[config.mk]
export PLATFORM = sky130hd
export DESIGN_NAME = regfile_wb_sched
export DESIGN_NICKNAME = d
export VERILOG_FILES = /design/src/rtl/regfile_wb_sched.sv
export SDC_FILE = /design/constraint.sdc
export NUM_CORES = 1
export LEC_CHECK = 0
export ABC_AREA = 1
export CAP_MARGIN = 40
export CORE_MARGIN = 2
export CORE_UTILIZATION = 51
export CTS_CLUSTER_DIAMETER = 150
export DETAILED_ROUTE_END_ITERATION = 16
export GPL_ROUTABILITY_DRIVEN = 0
export PLACE_DENSITY = 0.88
export SLEW_MARGIN = 20
export SYNTH_ARGS = -nofsm -noshare
export SYNTH_HDL_FRONTEND = slang
export SYNTH_SLANG_ARGS = --single-unit
export TNS_END_PERCENT = 5
[constraint.sdc]
create_clock -name clk -period 3.22 [get_ports clk]
set_input_delay 0.322 -clock clk [delete_from_list [all_inputs] [get_ports clk]]
set_output_delay 0.322 -clock clk [all_outputs]
set_load 0.02 [all_outputs]
[src/rtl/regfile_wb_sched.sv]
// regfile_wb_sched: writeback scheduler and scoreboard for the 32x32 register file.
// Round-robin arbitration shares the single write port among NREQ writeback sources,
// and a busy-bit scoreboard lets issue logic stall on RAW/WAW hazards.
// Optional feature macro: REGFILE_WB_BYPASS_EN (write-through forwarding during rf_wen).
module regfile_wb_sched #(
  parameter int NREQ = 2,
  parameter int XLEN = 32
) (
  input  logic                 clk,
  input  logic                 rst,
  input  logic                 issue_valid,
  input  logic [4:0]           issue_rd,
  output logic                 issue_ready,
  input  logic [4:0]           rs1_addr,
  input  logic [4:0]           rs2_addr,
  output logic                 rs1_busy,
  output logic                 rs2_busy,
  output logic                 rs1_fwd_vld,
  output logic [XLEN-1:0]      rs1_fwd_data,
  output logic                 rs2_fwd_vld,
  output logic [XLEN-1:0]      rs2_fwd_data,
  input  logic [NREQ-1:0]      wb_valid,
  input  logic [NREQ*5-1:0]    wb_rd,
  input  logic [NREQ*XLEN-1:0] wb_data,
  output logic [NREQ-1:0]      wb_ready,
  output logic                 rf_wen,
  output logic [4:0]           rf_waddr,
  output logic [XLEN-1:0]      rf_wdata
);

  // The pointer is two bits wide so it covers up to four requesters.
  logic [31:0]     busy_q, busy_d;
  logic [1:0]      rr_ptr_q, rr_ptr_d;
  logic            rf_wen_q, rf_wen_d;
  logic [4:0]      rf_waddr_q, rf_waddr_d;
  logic [XLEN-1:0] rf_wdata_q, rf_wdata_d;

  logic            gnt_found;
  logic [1:0]      gnt_idx;
  logic [4:0]      gnt_rd;
  logic [XLEN-1:0] gnt_data;
  logic            issue_set;

  // Round-robin search starting at rr_ptr; first valid source found gets the grant.
  always_comb begin
    int idx;
    idx       = 0;
    gnt_found = 1'b0;
    gnt_idx   = '0;
    gnt_rd    = '0;
    gnt_data  = '0;
    wb_ready  = '0;
    for (int k = 0; k < NREQ; k++) begin
      idx = int'(rr_ptr_q) + k;
      if (idx >= NREQ) idx = idx - NREQ;
      if (!gnt_found && wb_valid[idx]) begin
        gnt_found     = 1'b1;
        gnt_idx       = idx[1:0];
        gnt_rd        = wb_rd[5*idx +: 5];
        gnt_data      = wb_data[XLEN*idx +: XLEN];
        wb_ready[idx] = 1'b1;
      end
    end
  end

  // Next pointer and the registered write port; a grant to x0 is accepted but never written.
  always_comb begin
    int nxt;
    nxt        = int'(gnt_idx) + 1;
    if (nxt >= NREQ) nxt = 0;
    rr_ptr_d   = gnt_found ? nxt[1:0] : rr_ptr_q;
    rf_wen_d   = gnt_found && (gnt_rd != 5'd0);
    rf_waddr_d = gnt_found ? gnt_rd : rf_waddr_q;
    rf_wdata_d = gnt_found ? gnt_data : rf_wdata_q;
  end

  // Issue-side hazard check: one in-flight write per register, x0 is never tracked.
  always_comb begin
    issue_ready = (issue_rd == 5'd0) || !busy_q[issue_rd];
    issue_set   = issue_valid && issue_ready && (issue_rd != 5'd0);
  end

  // Scoreboard update: clear on the committed write, then set from issue so set wins.
  always_comb begin
    busy_d = busy_q;
    if (rf_wen_q) busy_d[rf_waddr_q] = 1'b0;
    if (issue_set) busy_d[issue_rd] = 1'b1;
    busy_d[0] = 1'b0;
  end

  // Source hazard queries, optionally bypassing the value being written this cycle.
  always_comb begin
    logic hit1, hit2;
    rs1_busy     = (rs1_addr != 5'd0) && busy_q[rs1_addr];
    rs2_busy     = (rs2_addr != 5'd0) && busy_q[rs2_addr];
    rs1_fwd_vld  = 1'b0;
    rs2_fwd_vld  = 1'b0;
    rs1_fwd_data = '0;
    rs2_fwd_data = '0;
    hit1 = rf_wen_q && (rf_waddr_q == rs1_addr) && (rs1_addr != 5'd0)
           && !(issue_set && (issue_rd == rs1_addr));
    hit2 = rf_wen_q && (rf_waddr_q == rs2_addr) && (rs2_addr != 5'd0)
           && !(issue_set && (issue_rd == rs2_addr));
`ifdef REGFILE_WB_BYPASS_EN
    if (hit1) begin
      rs1_busy     = 1'b0;
      rs1_fwd_vld  = 1'b1;
      rs1_fwd_data = rf_wdata_q;
    end
    if (hit2) begin
      rs2_busy     = 1'b0;
      rs2_fwd_vld  = 1'b1;
      rs2_fwd_data = rf_wdata_q;
    end
`else
    hit1 = 1'b0;
    hit2 = 1'b0;
    rs1_busy = rs1_busy | hit1;
    rs2_busy = rs2_busy | hit2;
`endif
  end

  // State registers; reset drops any pending write and clears the scoreboard.
  always_ff @(posedge clk) begin
    if (rst) begin
      busy_q     <= '0;
      rr_ptr_q   <= '0;
      rf_wen_q   <= 1'b0;
      rf_waddr_q <= '0;
      rf_wdata_q <= '0;
    end else begin
      busy_q     <= busy_d;
      rr_ptr_q   <= rr_ptr_d;
      rf_wen_q   <= rf_wen_d;
      rf_waddr_q <= rf_waddr_d;
      rf_wdata_q <= rf_wdata_d;
    end
  end

  assign rf_wen   = rf_wen_q;
  assign rf_waddr = rf_waddr_q;
  assign rf_wdata = rf_wdata_q;

endmodule

==> results.json <==
{
  "cts.path.max_buffers": 2,
  "ff2ff_path_depth": 9,
  "period_share": 0.900,
  "drt-vias-per-instance": 5.37,
  "path_cells": "clkdlybuf4s50_1 > inv_1 > nand2_1 > nand2_1 > nand2_1 > nand2_1 > nor4_1 > clkdlybuf4s50_1",
  "cts_resized": 0,
  "whs_ns": 0.478,
  "synth_edf_count": 0,
  "cp_max_fo": 8,
  "ant_nets": 0,
  "syn_area_um2": 6010,
  "critPathSlowestCell": "clkdlybuf4s50_1",
  "fin_ws_ns": 0.321,
  "port_buffers": 136,
  "drt-total-wl_um": 17400,
  "cts_buffers": 9,
  "layout-drive-gt1-share": 0.0421,
  "synth_seq_area_share": 0.237,
  "slew_headroom": 0.536,
  "antenna_found_initial": 0,
  "yosysWarningCount": 0,
  "grt_pass1_wl_um": 28300,
  "grt_util_met1": 0.339,
  "ir_drop_uv": 248,
  "die_h_um": 113,
  "setup_viol": 0,
  "final_cell_mix": "nand2_1, clkdlybuf4s50_1, o21ai_0",
  "place_ws_ns": 0.362,
  "arrival_ns": 2.58,
  "track_usage": 0.269,
  "ios": 203,
  "use_met3": 0.0740,
  "synthTopCellsByArea": "dfxtp_1, nand2_1, o21ai_0",
  "post_drt_wl_per_cell_um": 13.8,
  "cp_slowest_stage_delay_ns": 0.68,
  "worstMarginPinSlew_ns": 0.696,
  "ys_seq_elements": 71,
  "drtPass1Iterations": 5,
  "status": "complete, no violations",
  "fin_worst_skew_ns": 0.00517,
  "cp_common_cell": "nand2_1",
  "final_core_util": 0.643,
  "syn_to_final_growth_pct": 22.8,
  "yosys_most_used_dff": "dfxtp_1",
  "syn_avg_cell_area_um2": 6.00,
  "clk_pin_slew_ns": 0.06,
  "synth_top_area_cell": "dfxtp_1",
  "grt_overflow": 0,
  "cts_sinks": 71,
  "coreArea_um2": 11500,
  "cp-start-kind": "primary input",
  "slew_viol_final": 0,
  "power_density_nw_per_um2": 414,
  "grt_max_degree": 61,
  "power_mw": 3.05,
  "postSynthCellCount": 1002,
  "cts_hold_buf": 0,
  "synth_top_cell_area_share": 0.237,
  "hold_depth": 2,
  "hold_viol_final": 0,
  "worstSetupPathType": "primary input to output port",
  "nets": 1215,
  "cts_tree": "yes",
  "grt_most_used_layer": "met2",
  "min_period_ns": 2.90,
  "dieWidth_um": 113,
  "hold_path_class": "flip-flop to flip-flop",
  "fp.dieArea_um2": 12700,
  "clockRootBuffer": "clkbuf_16",
  "critPathRequiredTime_ns": 2.90,
  "gr-usage-met2": 0.434,
  "drtIter0Drc": 566,
  "layout_commonest_cell": "nand2_1",
  "htree_levels": 3,
  "synth.distinct_cells": 36,
  "rows": 39,
  "antenna_cells": 0,
  "rsz0062_at_grt": "false",
  "clock_latency_ns": 0.34,
  "p_leak_nw": 3.28,
  "crit_path_end_kind": "output port",
  "cts_setup_buffers": 0,
  "setup_tns_ns": 0,
  "num_vias": 6768,
  "drv_cap": 0,
  "hpwl_um": 12600,
  "synthArstFlopShare": 0,
  "drcViolationCount": 0,
  "fmax_mhz": 345,
  "first_global_vias": 6012,
  "start_util": 0.524
}
## critical path: cells and delay by family
kind          cells  cell delay, ns
buf+inv           3            1.56
simple gates      5            0.70
## cells by family (layout without fill, tap and decap cells)
group,after synthesis,in the layout,synth area share
compound gates,229,229,0.210
xor+xnor,1,1,0.00146
fa+ha+maj,8,8,0.0179
buf+inv,229,273,0.201
flops,71,71,0.237
other cells,2,73,0.00125
simple gates,462,462,0.332
## sequential cells by signal, summed over array words and instances (netlist names)
| register | cells |
|---|---|
| busy_q | 31 |
| rf_waddr | 5 |
| rf_wdata | 32 |
| rf_wen | 1 |
| rr_ptr_q | 2 |
## path summary, 6_finish.rpt
check,startpoint,end,slack (ns)
setup reg to reg,rr_ptr_q[0],rr_ptr_q[1],0.85
hold / removal,rf_wdata[21],rf_wdata[21],0.48
hold reg to reg,rf_wdata[21],rf_wdata[21],0.48
setup / recovery,issue_rd[1],issue_ready,0.32
## cell type report
cell class                 instances  area [um^2]
multi-input combinational        773         3650
clock buffer                      11          243
timing repair buffer             149         1450
sequential                        71         1420
inverter                         109          412
tap                              143          179
fill                            1052         4090
clock inverter                     4         22.5
## cell usage after synthesis, drive strengths merged (9+ instances only)
master  instances
a21oi          58
a31oi          15
buf           100
clkbuf         20
dfxtp          71
inv           109
nand2         288
nand3          68
nand4          33
nor2           60
nor3            9
o211ai         23
o21ai         119
## routing by layer
metal | wire length, um | vias up
li1 | - | 3380
met1 | 7040 | 2993
met2 | 8060 | 350
met3 | 1880 | 45
met4 | 445 | 0
met5 | 0 | -
## per-stage QoR
stage	area, um^2	cells
global placement	7110	1245
detailed placement	7110	1245
floorplan	6270	1073
CTS	7380	1260
global route	7380	1260
finish	7380	1260
## where the power goes
group	switching (mW)	internal [mW]
clock	0.376	0.534
sequential	0.0704	0.956
combinational	0.688	0.430
Power figures use the tool's default switching activity.
